<file path="config.mk">
export PLATFORM = sky130hd
export DESIGN_NAME = operand_sequencer
export DESIGN_NICKNAME = d
export VERILOG_FILES = /design/src/rtl/operand_sequencer.sv
export SDC_FILE = /design/constraint.sdc
export NUM_CORES = 1
export LEC_CHECK = 0
export BUFFER_PORTS_ARGS = -buffer_cell sky130_fd_sc_hd__buf_2
export CAP_MARGIN = 15
export CELL_PAD_IN_SITES_DETAIL_PLACEMENT = 2
export CELL_PAD_IN_SITES_GLOBAL_PLACEMENT = 2
export CORE_UTILIZATION = 33
export CTS_BUF_LIST = sky130_fd_sc_hd__clkbuf_4 sky130_fd_sc_hd__clkbuf_8
export DETAILED_ROUTE_END_ITERATION = 8
export GPL_TIMING_DRIVEN = 0
export PLACE_DENSITY_LB_ADDON = 0.1
export SYNTH_ARGS = -nofsm -noshare
export SYNTH_HDL_FRONTEND = slang
export SYNTH_SLANG_ARGS = --single-unit
</file>
<file path="constraint.sdc">
create_clock -name Clock -period 1.74 [get_ports Clock]
set_clock_uncertainty 0.15 [all_clocks]
set_input_delay 0 -clock Clock [delete_from_list [all_inputs] [get_ports Clock]]
set_output_delay 0 -clock Clock [all_outputs]
set_load 0.01 [all_outputs]
</file>
<file path="src/rtl/operand_sequencer.sv">
// Button/switch front end for the two-operand seven-segment display: sequences operand loads and display ops.
// Optional OPSEQ_AUTO_CYCLE_EN: SHOW steps Operation automatically every CYCLE_TICKS clocks.
module operand_sequencer #(
    parameter int CYCLE_TICKS = 50_000_000
) (
    input  logic       Clock,
    input  logic       Reset,
    input  logic       Next,
    input  logic [7:0] Switches,
    output logic [7:0] DataOut,
    output logic       Sel,
    output logic       E,
    output logic [1:0] Operation,
    output logic [1:0] State
);

    typedef enum logic [1:0] {
        IDLE   = 2'b00,
        LOAD_A = 2'b01,
        LOAD_B = 2'b10,
        SHOW   = 2'b11
    } state_t;

    if (CYCLE_TICKS < 2) begin : g_bad_ticks
        $error("CYCLE_TICKS must be at least 2");
    end

    state_t     state, state_n;
    logic       gap, gap_n;
    logic [7:0] data_n;
    logic       sel_n, e_n;
    logic [1:0] op_n;

    logic       sync1, sync2, sync_prev;
    logic [1:0] live;
    logic       armed;
    logic       pulse;

    // live marks when sync2 holds a real sample of Next rather than its reset
    // value, so a button held through reset never arms the edge detector.
    always_ff @(posedge Clock or posedge Reset) begin
        if (Reset) begin
            sync1     <= 1'b0;
            sync2     <= 1'b0;
            sync_prev <= 1'b0;
            live      <= 2'b00;
            armed     <= 1'b0;
        end else begin
            sync1     <= Next;
            sync2     <= sync1;
            sync_prev <= sync2;
            live      <= {live[0], 1'b1};
            armed     <= armed | (live[1] & ~sync2);
        end
    end

    assign pulse = sync2 & ~sync_prev & armed;

`ifdef OPSEQ_AUTO_CYCLE_EN
    localparam int CW = $clog2(CYCLE_TICKS);
    localparam logic [CW-1:0] LAST_TICK = CW'(CYCLE_TICKS - 1);
    logic [CW-1:0] tick_cnt, tick_cnt_n;
`endif

    always_comb begin
        state_n = state;
        gap_n   = gap;
        data_n  = DataOut;
        sel_n   = Sel;
        e_n     = E;
        op_n    = Operation;
`ifdef OPSEQ_AUTO_CYCLE_EN
        tick_cnt_n = '0;
`endif
        case (state)
            IDLE: begin
                e_n = 1'b0;
                if (pulse) begin
                    state_n = LOAD_A;
                    sel_n   = 1'b0;
                end
            end
            LOAD_A, LOAD_B: begin
                // E only moves on edges where Sel and DataOut are held; the first
                // cycle of a load raises E before data starts tracking Switches.
                if (gap) begin
                    gap_n = 1'b0;
                    e_n   = 1'b0;
                    if (state == LOAD_A) begin
                        state_n = LOAD_B;
                        sel_n   = 1'b1;
                    end else begin
                        state_n = SHOW;
                        op_n    = 2'b00;
                    end
                end else if (pulse) begin
                    gap_n = 1'b1;
                    e_n   = 1'b0;
                end else if (!E) begin
                    e_n = 1'b1;
                end else begin
                    data_n = Switches;
                end
            end
            SHOW: begin
                e_n = 1'b0;
`ifdef OPSEQ_AUTO_CYCLE_EN
                if (pulse) begin
                    state_n = LOAD_A;
                    sel_n   = 1'b0;
                    op_n    = 2'b00;
                end else if (tick_cnt == LAST_TICK) begin
                    op_n = Operation + 2'd1;
                end else begin
                    tick_cnt_n = tick_cnt + 1'b1;
                end
`else
                if (pulse) begin
                    if (Operation == 2'b11) begin
                        state_n = LOAD_A;
                        sel_n   = 1'b0;
                        op_n    = 2'b00;
                    end else begin
                        op_n = Operation + 2'd1;
                    end
                end
`endif
            end
            default: state_n = IDLE;
        endcase
    end

    always_ff @(posedge Clock or posedge Reset) begin
        if (Reset) begin
            state     <= IDLE;
            gap       <= 1'b0;
            DataOut   <= 8'h00;
            Sel       <= 1'b0;
            E         <= 1'b0;
            Operation <= 2'b00;
`ifdef OPSEQ_AUTO_CYCLE_EN
            tick_cnt  <= '0;
`endif
        end else begin
            state     <= state_n;
            gap       <= gap_n;
            DataOut   <= data_n;
            Sel       <= sel_n;
            E         <= e_n;
            Operation <= op_n;
`ifdef OPSEQ_AUTO_CYCLE_EN
            tick_cnt  <= tick_cnt_n;
`endif
        end
    end

    assign State = state;

endmodule
</file>
==> metrics.md <==
| Metric | Value |
|---|---|
| FF+latch count, synth | `21` |
| Power per unit of standard cell area | `1740 nW/µm²` |
| Initial Utilization | `0.352` |
| Number of global-route vias before repair | `734` |
| Clock network fraction of total power | `0.106` |
| Number of buffers inserted by port buffering | `24` |
| Compound-cell area share of the yosys netlist | `0.0646` |
| Worst IR Drop VDD | `0.000707 V` |
| Required time of the critical path | `1.78 ns` |
| Via density per instance | `4.67` |
| CP max-delay cell | `dfrtp_2` |
| Overall routed net length | `1880 µm` |
| Final WS setup | `-0.0980 ns` |
| Outcome | `finished, violations left` |
| Filler instances | `290` |
| Fin. max-slew vios | `0` |
| Setup repair after global routing missed its margin | `true` |
| Critical Path, Cell by Cell | `ha_2 -> or2_4 -> a211oi_2 -> mux2_1` |
| Detail Route Antenna Nets | `0` |
| Via count of the routed design | `654` |
| Relative max-transition margin | `0.483` |
| Sequential cell area fraction in the yosys report | `0.532` |
| DPL Wire Length | `1260 µm` |
| Clock Latency Late Sink | `0.29 ns` |
| Largest net degree at the start of global routing | `22` |
| Share of synthesized cell area in and, or, nand and nor gates | `0.106` |
| Post-synthesis share of cell area spent on full adders, half adders and majority gates | `0.0887` |
| Rows | `19` |
| Syn_area_per_cell | `15.0 µm²` |
| TritonCTS Sinks | `21` |
| Largest fanout on the critical path | `5` |
| Post-route cell area | `1340 µm²` |
| Share of post-route cells with drive strength above 1 | `0.532` |
| Cell area after technology mapping | `987 µm²` |
| Pre-CTS setup slack | `-0.162 ns` |
| Initial antenna violation count | `0` |
| Area growth syn-to-layout | `35.7%` |
| Sequential fraction of design power | `0.335` |
| Area of placed instances | `1170 µm²` |
| Data arrival time of the critical path | `1.88 ns` |
| # diodes | `0` |
| Measured slew at the worst slew-check pin | `0.775 ns` |
| Pint | `0.00154 W` |
| Routed len/inst | `13.4 µm` |
| Max_cap viols | `0` |
| Clock tree from TritonCTS | `built` |
| Distinct cell type count after synthesis | `25` |
| Violations in the final reports | `design-rule violations, negative setup slack` |
| Period utilization | `1.06` |
| Final-stage net count | `128` |
| Delay of the slowest cell on the worst path | `0.46 ns` |
| Classification of the worst-slack hold path | `input port to flip-flop` |
| Synth warnings | `0` |
| Total die area | `3210 µm²` |
| Buffering stage count on the worst path with inverters included | `0` |
| Multiplexer share of the synthesized area | `0.177` |
| Clock Pin Slew Worst Setup and Hold Paths | `0.11 ns` |
| Die Width | `56.7 µm` |
| Chip Height | `56.7 µm` |
| Global-route wire length before repair | `3260 µm` |
| Iteration count of the initial detailed-routing pass | `6` |
| Leakage power figure | `0.653 nW` |
| Total congestion overflow after global routing | `0` |
| Kind of cell adding the most delay to the critical path | `flip-flops` |
| Instance count of the mapped netlist | `66` |
| Xor and xnor fraction of the mapped netlist area | `0` |
| Overall track demand over capacity in global routing | `0.135` |
| Core Util, Final | `0.478` |
| Maximum buffer depth of the clock tree | `2` |
| Critical setup path kind | `flip-flop to flip-flop` |
| Element type at the critical path end | `flip-flop` |
| CTS root buf | `clkbuf_4` |
| DRC violation count after routing | `6` |
| Time the worst path needs with I/O delays and setup | `1.84 ns` |
| Number of endpoints failing setup at the final stage | `10` |
| Number of hold violations in the final report | `0` |
| Minimum hold slack | `0.188 ns` |
| Dominant combinational cell family by area after synthesis | `multiplexers` |
| Std-Cell Core Area | `2810 µm²` |
| Switching part of the total power | `0.342` |
| Type of origin of the critical path | `flip-flop` |
| Initial DRC Count | `15` |
| Final weighted congestion of routability-driven global placement | `0.666` |
| Part of the total power dissipated in combinational logic | `0.559` |
| Net Count, Synth | `84` |
| Maximum frequency from static timing analysis | `0.544 GHz` |
| Top-level port count | `25` |
| Sw power | `0.000799 W` |
| Clock buffers created by TritonCTS | `3` |
| Level count of the clock H-tree | `1` |
cell usage after synthesis (all sizes together):
master / n / area share
mux2: 12 / 0.17
dfrtp: 21 / 0.53
buf: 1 / 0.011
nand3b: 2 / 0.028
ha: 7 / 0.089
a21o: 1 / 0.0076
nor2: 1 / 0.0038
a211o: 1 / 0.0089
nand2: 1 / 0.0038
a22oi: 1 / 0.0076
and2: 1 / 0.0063
a211oi: 1 / 0.013
mux2i: 1 / 0.010
nor2b: 2 / 0.013
inv: 4 / 0.015
nand2b: 1 / 0.0063
and3: 1 / 0.011
conb: 1 / 0.0038
nand3: 3 / 0.015
and2b: 1 / 0.010
a2111oi: 1 / 0.028
or2: 1 / 0.0089
through the flow:
| stage | total power, W | cells | TNS [ns] |
|---|---|---|---|
| final | 0.00234 | 140 | -0.793 |
| after global placement | 0.00195 | 121 | -1.40 |
| after CTS | 0.00233 | 139 | -1.01 |
| after global routing | 0.00253 | 140 | -1.75 |
| after detailed placement | 0.00197 | 121 | -1.58 |
| after floorplan | 0.00166 | 66 | -0.849 |
final cells by class:
cell class / count / area (µm²) / area share
Sequential cell: 21 / 528 / 0.394
Multi-Input combinational cell: 40 / 463 / 0.345
Timing Repair Buffer: 40 / 265 / 0.198
Tap cell: 31 / 38.8 / 0.0289
Clock buffer: 4 / 30.0 / 0.0224
Inverter: 4 / 15.0 / 0.0112
sequential cells by signal, indices dropped and copies added, names as in the netlist:
signal,cells
sync1,1
DataOut,8
State,2
E,1
armed,1
sync2,1
Operation,2
Sel,1
live,2
sync_prev,1
gap,1
kinds of logic (layout without fill, tap and decap cells):
logic type | count (synthesis) | count (layout)
DFF | 21 | 21
adders and majority gates | 7 | 7
and+or+nand+nor | 14 | 14
AOI/OAI and AO/OA | 5 | 5
other | 1 | 1
muxes | 13 | 13
buffers and inverters | 5 | 48
worst register-to-register path, stage by stage, from the launching register on:
cell and delay, ns:
dfrtp_2 0.46, ha_2 0.23, or2_4 0.25, a211oi_2 0.30, mux2_1 0.35
routing by layer:
metal,vias up,GRT usage,share of wire
met5,-,0,0
met3,2,0.0415,0.055
met2,18,0.248,0.52
met4,0,0.0321,0.0064
li1,311,-,-
met1,323,0.150,0.42
final timing paths:
check	startpoint	to	slack [ns]	depth (start not counted)
hold / removal	Next	sync1$_DFF_PP0_	0.19	2
min in group asynchronous	Reset	DataOut[5]$_DFFE_PP0P_	0.25	3
hold reg to reg	sync1$_DFF_PP0_	sync2$_DFF_PP0_	0.21	0
setup reg to reg	State[0]$_DFFE_PP0P_	State[1]$_DFFE_PP0P_	-0.1	4
max in group asynchronous	Reset	State[0]$_DFFE_PP0P_	0.66	3
setup / recovery	State[0]$_DFFE_PP0P_	State[1]$_DFFE_PP0P_	-0.1	4
layout by cell type, fill, tap and decap left out, types with 2 or more instances in the layout:
master,count
mux2_4,10
dfrtp_1,19
clkbuf_4,4
inv_1,2
ha_1,5
nor2b_1,2
inv_2,2
buf_2,24
nand3_1,3
dfrtp_2,2
dlygate4sd3_1,10
buf_4,6
what timing repair did:
item,4_1_cts,5_1_grt
endpoints found under the hold margin,30,0
gates resized for setup,1,2
endpoints found under the setup margin,11,12
setup buffers,5,1
hold buffers,10,0
pin swaps,3,1
power by group through the flow:
stage | Sequential, W | Clock, W | Combinational (W)
4_1_cts | 0.000791 | 0.000258 | 0.00129
2_1_floorplan | 0.000870 | 0 | 0.000791
5_1_grt | 0.000818 | 0.000275 | 0.00144
6_report | 0.000783 | 0.000247 | 0.00131
3_5_place_dp | 0.000808 | 0 | 0.00116
3_3_place_gp | 0.000797 | 0 | 0.00115
Power figures use the tool's default switching activity.
